### config.mk
export PLATFORM = sky130hd
export DESIGN_NAME = encode_instruction
export DESIGN_NICKNAME = d
export VERILOG_FILES = /design/src/rtl/isa_pkg.sv /design/src/rtl/instr_pack.sv /design/src/rtl/encode_instruction.sv
export SDC_FILE = /design/constraint.sdc
export NUM_CORES = 1
export LEC_CHECK = 0
export CAP_MARGIN = 20
export CORE_ASPECT_RATIO = 0.5
export CORE_MARGIN = 3
export CORE_UTILIZATION = 30
export CTS_CLUSTER_DIAMETER = 100
export DETAILED_ROUTE_END_ITERATION = 8
export GPL_ROUTABILITY_DRIVEN = 0
export SYNTH_ARGS = -nofsm -noshare
export SYNTH_HDL_FRONTEND = slang
export SYNTH_SLANG_ARGS = --single-unit
### constraint.sdc
create_clock -name clk -period 5 [get_ports clk]
set_clock_uncertainty 0.05 [all_clocks]
set_input_delay 1.5 -clock clk [delete_from_list [all_inputs] [get_ports clk]]
set_output_delay 1.5 -clock clk [all_outputs]
set_load 0.05 [all_outputs]
### src/rtl/isa_pkg.sv
// Shared ISA definitions for the program loader: field widths, field positions,
// opcode constants and the loader FSM state type.
package isa_pkg;

   localparam int INSTRUCTION_WIDTH = 28;
   localparam int WIDTH_OPCODE      = 5;
   localparam int REGFILE_ADDR_BITS = 5;
   localparam int IMMEDIATE_WIDTH   = 8;
   localparam int NUM_INSTRUCTIONS  = 16;
   localparam int IMEM_ADDR_BITS    = 6;

   localparam int OPCODE_LSB = 23;
   localparam int DEST_LSB   = 18;
   localparam int SOURCE_LSB = 13;

   localparam logic [WIDTH_OPCODE-1:0] INSTR_NOP = 5'd0;
   localparam logic [WIDTH_OPCODE-1:0] INSTR_ADD = 5'd1;
   localparam logic [WIDTH_OPCODE-1:0] INSTR_SR  = 5'd3;
   localparam logic [WIDTH_OPCODE-1:0] INSTR_LI  = 5'd6;

   localparam logic [IMEM_ADDR_BITS-1:0] IMEM_LAST_ADDR = {IMEM_ADDR_BITS{1'b1}};

   typedef enum logic [1:0] {
      ST_IDLE   = 2'd0,
      ST_ACCEPT = 2'd1,
      ST_WRITE  = 2'd2,
      ST_DONE   = 2'd3
   } enc_state_t;

endpackage

### src/rtl/instr_pack.sv
// Combinational packing of instruction fields into one word, mirroring the decoder.
// ENCODE_OPCODE_CHECK_EN: out-of-range opcodes become an all-zero NOP and flag illegal.
module instr_pack
   import isa_pkg::*;
(
   input  logic [WIDTH_OPCODE-1:0]      opcode,
   input  logic [REGFILE_ADDR_BITS-1:0] reg_dest,
   input  logic [REGFILE_ADDR_BITS-1:0] reg_source,
   input  logic [IMMEDIATE_WIDTH-1:0]   immediate,
   output logic [INSTRUCTION_WIDTH-1:0] word,
   output logic                         illegal
);

   always_comb begin
      word = '0;
      word[OPCODE_LSB +: WIDTH_OPCODE]      = opcode;
      word[DEST_LSB +: REGFILE_ADDR_BITS]   = reg_dest;
      word[SOURCE_LSB +: REGFILE_ADDR_BITS] = reg_source;
      word[0 +: IMMEDIATE_WIDTH]            = immediate;
`ifdef ENCODE_OPCODE_CHECK_EN
      illegal = (int'(opcode) >= NUM_INSTRUCTIONS);
      if (illegal) begin
         word = '0;
      end
`else
      illegal = 1'b0;
`endif
   end

endmodule

### src/rtl/encode_instruction.sv
// Program loader: accepts field sets over valid/ready, packs them and writes them
// sequentially into instruction memory. ENCODE_OPCODE_CHECK_EN enables opcode checking.
//
// state     | meaning
// ST_IDLE   | waiting for start, in_ready low
// ST_ACCEPT | in_ready high, capture packed word and address on in_valid
// ST_WRITE  | one-cycle memory write, count/pointer update
// ST_DONE   | one-cycle done pulse
module encode_instruction
   import isa_pkg::*;
(
   input  logic                         clk,
   input  logic                         reset,
   input  logic                         start,
   input  logic [IMEM_ADDR_BITS-1:0]    base_addr,
   input  logic                         in_valid,
   output logic                         in_ready,
   input  logic [WIDTH_OPCODE-1:0]      in_opcode,
   input  logic [REGFILE_ADDR_BITS-1:0] in_reg_dest,
   input  logic [REGFILE_ADDR_BITS-1:0] in_reg_source,
   input  logic [IMMEDIATE_WIDTH-1:0]   in_immediate,
   input  logic                         in_last,
   output logic                         mem_we,
   output logic [IMEM_ADDR_BITS-1:0]    mem_addr,
   output logic [INSTRUCTION_WIDTH-1:0] mem_wdata,
   output logic                         busy,
   output logic                         done,
   output logic [IMEM_ADDR_BITS:0]      count,
   output logic                         overflow,
   output logic                         error
);

   enc_state_t                    state, state_nxt;
   logic [IMEM_ADDR_BITS-1:0]     ptr;
   logic                          last_q;
   logic [INSTRUCTION_WIDTH-1:0]  packed_word;
   logic                          illegal;

   instr_pack u_pack (
      .opcode     (in_opcode),
      .reg_dest   (in_reg_dest),
      .reg_source (in_reg_source),
      .immediate  (in_immediate),
      .word       (packed_word),
      .illegal    (illegal)
   );

   always_ff @(posedge clk or posedge reset) begin
      if (reset) begin
         state <= ST_IDLE;
      end else begin
         state <= state_nxt;
      end
   end

   always_comb begin
      state_nxt = state;
      in_ready  = 1'b0;
      mem_we    = 1'b0;
      busy      = 1'b0;
      done      = 1'b0;
      case (state)
         ST_IDLE: begin
            if (start) state_nxt = ST_ACCEPT;
         end
         ST_ACCEPT: begin
            in_ready = 1'b1;
            busy     = 1'b1;
            if (in_valid) state_nxt = ST_WRITE;
         end
         ST_WRITE: begin
            mem_we = 1'b1;
            busy   = 1'b1;
            if (last_q || (ptr == IMEM_LAST_ADDR)) state_nxt = ST_DONE;
            else                                   state_nxt = ST_ACCEPT;
         end
         ST_DONE: begin
            done      = 1'b1;
            state_nxt = ST_IDLE;
         end
         default: state_nxt = ST_IDLE;
      endcase
   end

   // The pointer saturates at the last address; overflow ends the program instead of wrapping.
   always_ff @(posedge clk or posedge reset) begin
      if (reset) begin
         ptr       <= '0;
         last_q    <= 1'b0;
         mem_addr  <= '0;
         mem_wdata <= '0;
         count     <= '0;
         overflow  <= 1'b0;
         error     <= 1'b0;
      end else begin
         case (state)
            ST_IDLE: begin
               if (start) begin
                  ptr      <= base_addr;
                  count    <= '0;
                  overflow <= 1'b0;
                  error    <= 1'b0;
               end
            end
            ST_ACCEPT: begin
               if (in_valid) begin
                  mem_addr  <= ptr;
                  mem_wdata <= packed_word;
                  last_q    <= in_last;
                  if (illegal) error <= 1'b1;
               end
            end
            ST_WRITE: begin
               count <= count + 1'b1;
               if (!last_q) begin
                  if (ptr == IMEM_LAST_ADDR) overflow <= 1'b1;
                  else                       ptr      <= ptr + 1'b1;
               end
            end
            default: ;
         endcase
      end
   end

endmodule

======== Word level (Yosys, flattened, before mapping) ========
Cells that the tools add are included.
cells by class
  reduce and logical (&&, ||, !) cells .... 9
  mux-type cells .......................... 18
  $add $sub $neg .......................... 2
  equality and inequality tests ........... 9
operators with widths
  kind                                                             count
  6-bit 2-to-1 mux                                                 3
  7-bit case mux with 2 select lines                               1
  6-bit case mux with 2 select lines                               1
  2-bit inequality test, second input constant                     5
  2-bit case mux with 4 select lines                               1
  4-bit AND reduction                                              2
  7-bit by 1-bit adder with 7-bit output, second input constant    1
  1-bit 2-to-1 mux                                                 7
  7-bit 2-to-1 mux                                                 1
  6-bit by 1-bit adder with 6-bit output, second input constant    1
  6-bit == test, second input constant                             1
  2-bit 2-to-1 mux                                                 3
  2-bit AND reduction                                              3
  2-bit == test, second input constant                             2
  2-bit by 1-bit == test with 1-bit output, second input constant  1
  2-bit logical NOT                                                1
  1-bit case mux with 2 select lines                               1
  2-bit nonzero test                                               1
  2-bit OR reduction                                               1
  1-bit logical OR                                                 1
storage, ports and cells
  output and inout port bits .............. 47
  word-level logic and storage cells ...... 45
  flip-flop bits (word level) ............. 46

======== Depth between registers and ports, before layout ========
Gate-level depths: netlist of the first run.
  depth after elaboration ................. 4
  depth in mapped cells ................... 8

======== By module ========
Synthesis of the first run repeated with hierarchy kept, for this count alone.
second synthesis, totals
  cells, all modules ...................... 213
  area, all modules ....................... 2531.2 um2
by module, submodules not included
  module              times used  seq. area each (um2)  area an instance (um2)  cells each
  encode_instruction  1           1301.2                2309.7                  183
  instr_pack          1           0.0                   221.5                   30

======== Least setup slack after synthesis of the first run ========
Ideal clock, no wire load.
  path type ............................... flip-flop to output port
  from .................................... register state[0]
  to ...................................... output busy
  slack ................................... 2.455 ns
  stages on the path, launching flop included .. 3
  arrival time ............................ 0.995 ns
  path buffers ............................ 0
  data required time ...................... 3.450 ns
  cells stage by stage .................... dfrtp_1 inv_1 ha_1
on the way
  cells in the longest elaborated chain, start to end .. 3
  elaborated cells on any way between the ends .. 4
  classes of those cells .................. eq/ne (2); mux (1); reduce/logical (1)
ends and longest elaborated chain
  what                                                                       line                      RTL
  start, declared                                                            encode_instruction.sv:33  enc_state_t state, state_nxt;
  start signal, assigned                                                     encode_instruction.sv:52  state <= state_nxt;
  2-bit == test or 2-bit by 1-bit == test with 1-bit output (tied branches)  encode_instruction.sv:62  case (state)
  2-bit OR reduction (no source line) *                                      --
  1-bit 2-to-1 mux *                                                         encode_instruction.sv:62
  end, declared                                                              encode_instruction.sv:26  output logic busy,
Mark *: on every way between the ends. The rest lies on a longest branch, timed or not.

======== Worst setup path after layout of the first run ========
  from .................................... register state[1]
  to ...................................... output busy
Same word-level chain as after synthesis.

==> impl_results.md, run 1 <==
* Die ar. at 0.00820 mm^2
* Mapped Cells at 179
* Fin. max-slew vios at 0
* DPL Wire Length at 3430 um
* Critical path class: reg2out
* Number of global-route vias before repair at 1676
* Final setup viols at 0
* Seq/Total Area, Yosys at 54.1%
* Largest area contributor in the netlist: dfrtp_1
* FMAX at 0.294 GHz
* Diode count at 0
* Clk root buf: clkbuf_16
* Number of max-cap violations at 0
* Total Routing Usage GR at 11.8%
* Post-CTS Resized at 0
* Num ports at 81
* TNS Setup at 0 ns
* Synth warn at 0
* Final worst slack at 1.60 ns
* Pre-Repair DR Iteration Count at 4
* Die H at 65.6 um
* FILL cells at 620
* Syn_area_per_cell at 11.9 um^2
* Max transition margin at 65.2%
* Crit Path Max Fanout at 5
* Total chip power at 0.00240 W
* Setup Buffers After CTS at 0
* Finished layout cell area at 0.00311 mm^2
* Crit path time final at 3.40 ns
* Final hold vios at 0
* Vias post-DR at 1659
* IO Port Bufs at 74
* CP delay by family, top: buffers and inverters
* Row count at 21
* Commonest non-fill, non-tap cell in the layout: clkdlybuf4s50_1
* Slowest-stage cell, CP: clkdlybuf4s50_1
* CP required at 3.45 ns
* Unrepaired setup endpoints after global routing: no
* CTS tree: done
* Critical path endpoint category: output pin
* Post-Syn Area at 0.00213 mm^2
* Initial antenna violation count at 0
* Number of buffers and inverters on the critical path at 2
* WP data arrival at 1.85 ns
* Largest cells by area after synthesis: dfrtp_1, mux2_2, ha_1, nand2_1, a21oi_1
* Post-cts hold buffer count at 0
* Commonest cells after routing, fill and taps aside: clkdlybuf4s50_1, dfrtp_1, mux2_2
* Peak VDD IR at 0.272 mV
* Post-route ant nets at 0
* Leakage at 1.29 nW
* DRT iter0 DRCs at 56
* Core ar. at 0.00678 mm^2
* Startpoint types: register
* Largest net degree at the start of global routing at 47
* CTS Buf Count at 5
* Distinct cells, synth at 35
* CP peak stage delay at 0.79 ns
* Drt drc at 0
* First-pass GRT wire length at 7910 um
* NumNets Final at 295
* Area share of the largest cell type after synthesis at 54.1%
* Final Routed Wirelength at 4780 um
* DR vias/cell at 4.77
* Outcome: finished, final reports clean
* GR Overflow Total at 0
* H-tree depth at 2
* Worst-path clk slew at 0.06 ns
* Synth Register Bits at 46
* Fin crit share at 68.1%
* Later-pin clock latency in the skew report at 0.28 ns
* Average routed wire per standard cell at 13.7 um
* CTS Sinks at 46
* Class of the worst hold path: reg2reg
* Slew @ Worst Pin at 0.520 ns
* Crit path cell chain: inv_1 > ha_1 > clkdlybuf4s50_1
* PD cells at 771 mW/mm^2
* P&R area growth vs syn at 46.3%
* DP Area at 0.00295 mm^2
* Die W at 125 um
* Layout cells sized above 1 at 16.8%
* Starting Density at 31.4%
* Pre-CTS WS at 1.87 ns
* Clock Path Buffers at 2
## final timing paths
check	from	end	slack, ns	cells past startpoint
min in group asynchronous	reset	mem_wdata[6]	1.36	2
worst max register to register	state[0]	count[6]	2.88	8
worst max-delay path	state[1]	busy	1.60	3
max in group asynchronous	reset	mem_addr[3]	3.10	3
worst min-delay path	overflow	overflow	0.45	1
worst min register to register	overflow	overflow	0.45	1
## flip-flops by register name (all words and copies together) (netlist names)
register   flops
mem_addr       6
last_q         1
overflow       1
count          7
mem_wdata     23
state          2
ptr            6
## cell usage after synthesis
master	count
buf_2	3
o32a_1	1
a22o_1	2
and3_4	1
a31o_1	1
nand2_1	14
nor3_1	1
ha_1	6
nand2b_1	3
conb_1	1
nor2b_1	2
a21o_1	2
a31oi_1	5
o21ai_0	4
mux2_2	30
o32ai_1	1
o21a_1	1
or4_1	2
nand4b_1	1
buf_4	6
a21oi_1	10
clkbuf_1	3
nand3_1	5
mux2i_1	2
inv_1	4
o211ai_1	1
o22a_1	5
buf_1	2
nor3b_1	1
or3_1	1
o31ai_1	2
dfrtp_1	46
nor2_1	8
a32o_1	1
o41ai_1	1
## per-stage QoR
| stage | std cells | utilization, % | hold WS (ns) |
|---|---|---|---|
| after CTS | 347 | 45.6 | 0.456 |
| final | 348 | 45.9 | 0.452 |
| after floorplan | 184 | - | 0.450 |
| after detailed placement | 339 | 43.5 | 0.441 |
| after global routing | 348 | 45.9 | 0.465 |
| after global placement | 339 | 43.5 | 0.438 |
## worst register-to-register path: cells and delay by family (launching register included)
| family | cells | cell delay, ns |
|---|---|---|
| adder cells (fa/ha/maj) | 1 | 0.18 |
| AO/OA/AOI/OAI | 1 | 0.11 |
| AND/OR/NAND/NOR | 2 | 0.58 |
| multiplexers | 1 | 0.12 |
| buffers and inverters | 3 | 0.60 |
| flip-flops | 1 | 0.42 |
## cell families (layout without fill, tap and decap cells)
group                      Yosys count  in the layout  share of synthesized area [%]
and+or+nand+nor                     39             39                           9.05
muxes                               32             32                           16.8
buffers and inverters               18             90                           4.41
other                                1              6                          0.176
AOI/OAI and AO/OA                   37             37                           11.9
adders and majority gates            6              6                           3.53
DFF                                 46             46                           54.1
## power by group
group          internal [W]  leakage [nW]  switching, W
logic              0.000532         0.665      0.000867
registers          0.000543         0.552      0.000127
clock network      0.000198        0.0739      0.000133
## cell type report
class	instances	area, um^2	share of cell area [%]
clock buffer	7	143	4.58
inverter	4	15.0	0.482
timing repair buffer	78	783	25.2
clock inverter	1	5.00	0.161
sequential	46	1150	37.0
multi-input combinational	120	902	29.0
tap	92	115	3.70
## metal layers
metal | wire, um | vias up | track usage, %
li1 | - | 787 | -
met1 | 2060 | 838 | 14.1
met2 | 2480 | 30 | 21.1
met3 | 184 | 4 | 3.17
met4 | 44 | 0 | 3.24
met5 | 0 | - | 0
No activity file was read; power rests on OpenSTA's default activity.
==> run 2: changes to the inputs <==
==> constraint.sdc (replaced) <==
create_clock -name clk -period 3.19 [get_ports clk]
set_clock_uncertainty 0.05 [all_clocks]
set_input_delay 0.957 -clock clk [delete_from_list [all_inputs] [get_ports clk]]
set_output_delay 0.957 -clock clk [all_outputs]
set_load 0.05 [all_outputs]
==> run 2 against run 1 <==
Effect of this change: first-iteration DRC count rose by 48%; routed wire length rose by 2.3%; combinational power rose by 59%; total power rose by 61%; cell count rose by 0.29%; count of clock-buffer cells in the layout fell by 2; register-to-register slack got worse by 1.8 ns; worst setup slack got worse by 1.3 ns; worst hold slack improved by 0.00061 ns; via count fell by 0.48%; final area rose by 1.1%; critical path type unchanged.
==> impl_results.md, run 2 (synthesis results as in run 1) <==
* Fin crit share at 90.0%
* Diode count at 0 (unchanged)
* Number of buffers and inverters on the critical path at 2 (unchanged)
* Outcome: finished, final reports clean (unchanged)
* Commonest non-fill, non-tap cell in the layout: clkdlybuf4s50_1 (unchanged)
* CP peak stage delay at 0.79 ns (about the same)
* TNS Setup at 0 ns (unchanged)
* Commonest cells after routing, fill and taps aside: clkdlybuf4s50_1, dfrtp_1, mux2_2 (unchanged)
* Dpl cells at 341 (was 339)
* WP depth at 3 (unchanged)
* Post-cts hold buffer count at 0 (unchanged)
* Post-CTS Resized at 0 (unchanged)
* Drt drc at 0 (unchanged)
* Final worst slack at 0.321 ns (was 1.60 ns)
* Post-route ant nets at 0 (unchanged)
* Clock share of power at 15.0% (was 13.8%)
* First-pass GRT wire length at 8290 um (was 7910 um)
* Critical path class: reg2out (unchanged)
* Worst Hold Launch: overflow (unchanged)
* FMAX at 0.349 GHz
* Slowest-stage cell, CP: clkdlybuf4s50_1 (unchanged)
* Net Sw Frac at 46.2% (was 46.9%)
* Die H at 65.6 um (unchanged)
* Top reg by flops: mem_wdata (unchanged)
* CTS Sinks at 46 (unchanged)
* Pre-CTS WS at 0.623 ns (was 1.87 ns)
* DPL Wire Length at 3510 um (was 3430 um)
* DR vias/cell at 4.73 (was 4.77)
* Largest register FFs at 23 (unchanged)
* Class of the worst hold path: reg2reg (unchanged)
* Source of the worst register-to-register timing path: state[0] (unchanged)
* Number of max-cap violations at 0 (unchanged)
* Vias post-DR at 1651 (was 1659)
* CTS tree: done (unchanged)
* Critical R2R Capture: count[6] (unchanged)
* Register-to-Register Path Depth at 7 (was 8)
* Row count at 21 (unchanged)
* WP data arrival at 1.86 ns (was 1.85 ns)
* Later-pin clock latency in the skew report at 0.28 ns (about the same)
* Die W at 125 um (unchanged)
* Pre-Repair DR Iteration Count at 4 (unchanged)
* H-tree depth at 2 (unchanged)
* Total Routing Usage GR at 12.4% (was 11.8%)
* GR Overflow Total at 0 (unchanged)
* Crit path cell chain: inv_1 > ha_1 > clkdlybuf4s50_1 (unchanged)
* Comb power frac at 57.7% (was 58.3%)
* Layout cells sized above 1 at 17.9% (was 16.8%)
* Reg2reg setup slack at 1.07 ns (was 2.88 ns)
* Internal power at 0.00208 W (was 0.00127 W)
* DRT iter0 DRCs at 83 (was 56)
* Slew @ Worst Pin at 0.514 ns (was 0.520 ns)
* Startpoint types: register (unchanged)
* Initial antenna violation count at 0 (unchanged)
* Die ar. at 0.00820 mm^2 (unchanged)
* Leakage at 1.31 nW (was 1.29 nW)
* Sequential power share at 27.2% (was 27.9%)
* Worst hold path endpoint: overflow (unchanged)
* Peak VDD IR at 0.396 mV (was 0.272 mV)
* Biggest regs: mem_wdata x23, count x7 (unchanged)
* Number of global-route vias before repair at 1701 (was 1676)
* Worst Setup SP: state[0] (was state[1])
* CP delay by family, top: buffers and inverters (unchanged)
* Max transition margin at 65.6% (was 65.2%)
* P&R area growth vs syn at 48.0% (was 46.3%)
* Fin. max-slew vios at 0 (unchanged)
* Setup Buffers After CTS at 0 (unchanged)
* Clock Path Buffers at 2 (unchanged)
* PD cells at 1230 mW/mm^2 (was 771 mW/mm^2)
* Worst-path clk slew at 0.06 ns (about the same)
* Clk root buf: clkbuf_16 (unchanged)
* Final setup viols at 0 (unchanged)
* NumNets Final at 296 (was 295)
* Largest net degree at the start of global routing at 47 (unchanged)
* Critical path endpoint category: output pin (unchanged)
* IO Port Bufs at 74 (unchanged)
* Final hold vios at 0 (unchanged)
* CP required at 2.18 ns (was 3.45 ns)
* Starting Density at 31.4% (unchanged)
* Final Routed Wirelength at 4890 um (was 4780 um)
* Num ports at 81 (unchanged)
* Core ar. at 0.00678 mm^2 (unchanged)
* Crit Path Max Fanout at 5 (unchanged)
* P_sw at 0.00178 W (was 0.00113 W)
* CTS Buf Count at 5 (unchanged)
* Hold depth at 1 (unchanged)
* Crit path time final at 2.87 ns
* Average routed wire per standard cell at 14.0 um (was 13.7 um)
* Final Non-Filler Cells at 349 (was 348)
* Unrepaired setup endpoints after global routing: no (unchanged)
[run 2: cell types whose count changed in the layout (fill, tap and decap cells not counted), sizes merged]
cell	before	now
buf	4	6
bufinv	0	1
clkbuf	7	5
clkdlybuf4s50	74	73
clkinv	1	2
[run 2: power groups by stage]
| stage | registers [W] | logic, W | clock network (W) |
|---|---|---|---|
| floorplan | 0.00174 | 0.000844 | 0 |
| global placement | 0.00104 | 0.00222 | 0 |
| detailed placement | 0.00106 | 0.00224 | 0 |
| CTS | 0.00105 | 0.00225 | 0.000594 |
| global route | 0.00110 | 0.00236 | 0.000624 |
| finish | 0.00105 | 0.00223 | 0.000580 |
[run 2: through the flow]
stage | power [W] | instance area (um^2) | hold slack (ns) | utilization, %
floorplan | 0.00259 | 2150 | 0.450 | -
global placement | 0.00326 | 2980 | 0.437 | 44.0
detailed placement | 0.00330 | 2980 | 0.444 | 44.0
CTS | 0.00389 | 3150 | 0.457 | 46.5
global route | 0.00408 | 3150 | 0.472 | 46.5
finish | 0.00386 | 3150 | 0.452 | 46.5
[run 2: routing by layer]
| layer | routed length (um) | vias to the layer above | track usage [%] |
|---|---|---|---|
| met5 | 0 | - | 0 |
| met4 | 40 | 0 | 3.65 |
| met3 | 185 | 2 | 3.08 |
| met2 | 2580 | 29 | 22.1 |
| met1 | 2080 | 832 | 15.2 |
| li1 | - | 788 | - |
[run 2: worst max-delay path by stage]
stage               endpoint  slack [ns]
detailed placement      busy        0.62
floorplan             ptr[3]        1.01
CTS                     busy        0.31
global route            busy        0.22
global placement        busy        0.66
finish                  busy        0.32
[run 2: final cells by class]
class                      count  area [um^2]
fill                         653         3630
inverter                       4         15.0
timing repair buffer          79          801
tap                           92          115
sequential                    46         1150
clock buffer                   5          125
clock inverter                 3         40.0
multi-input combinational    120          902
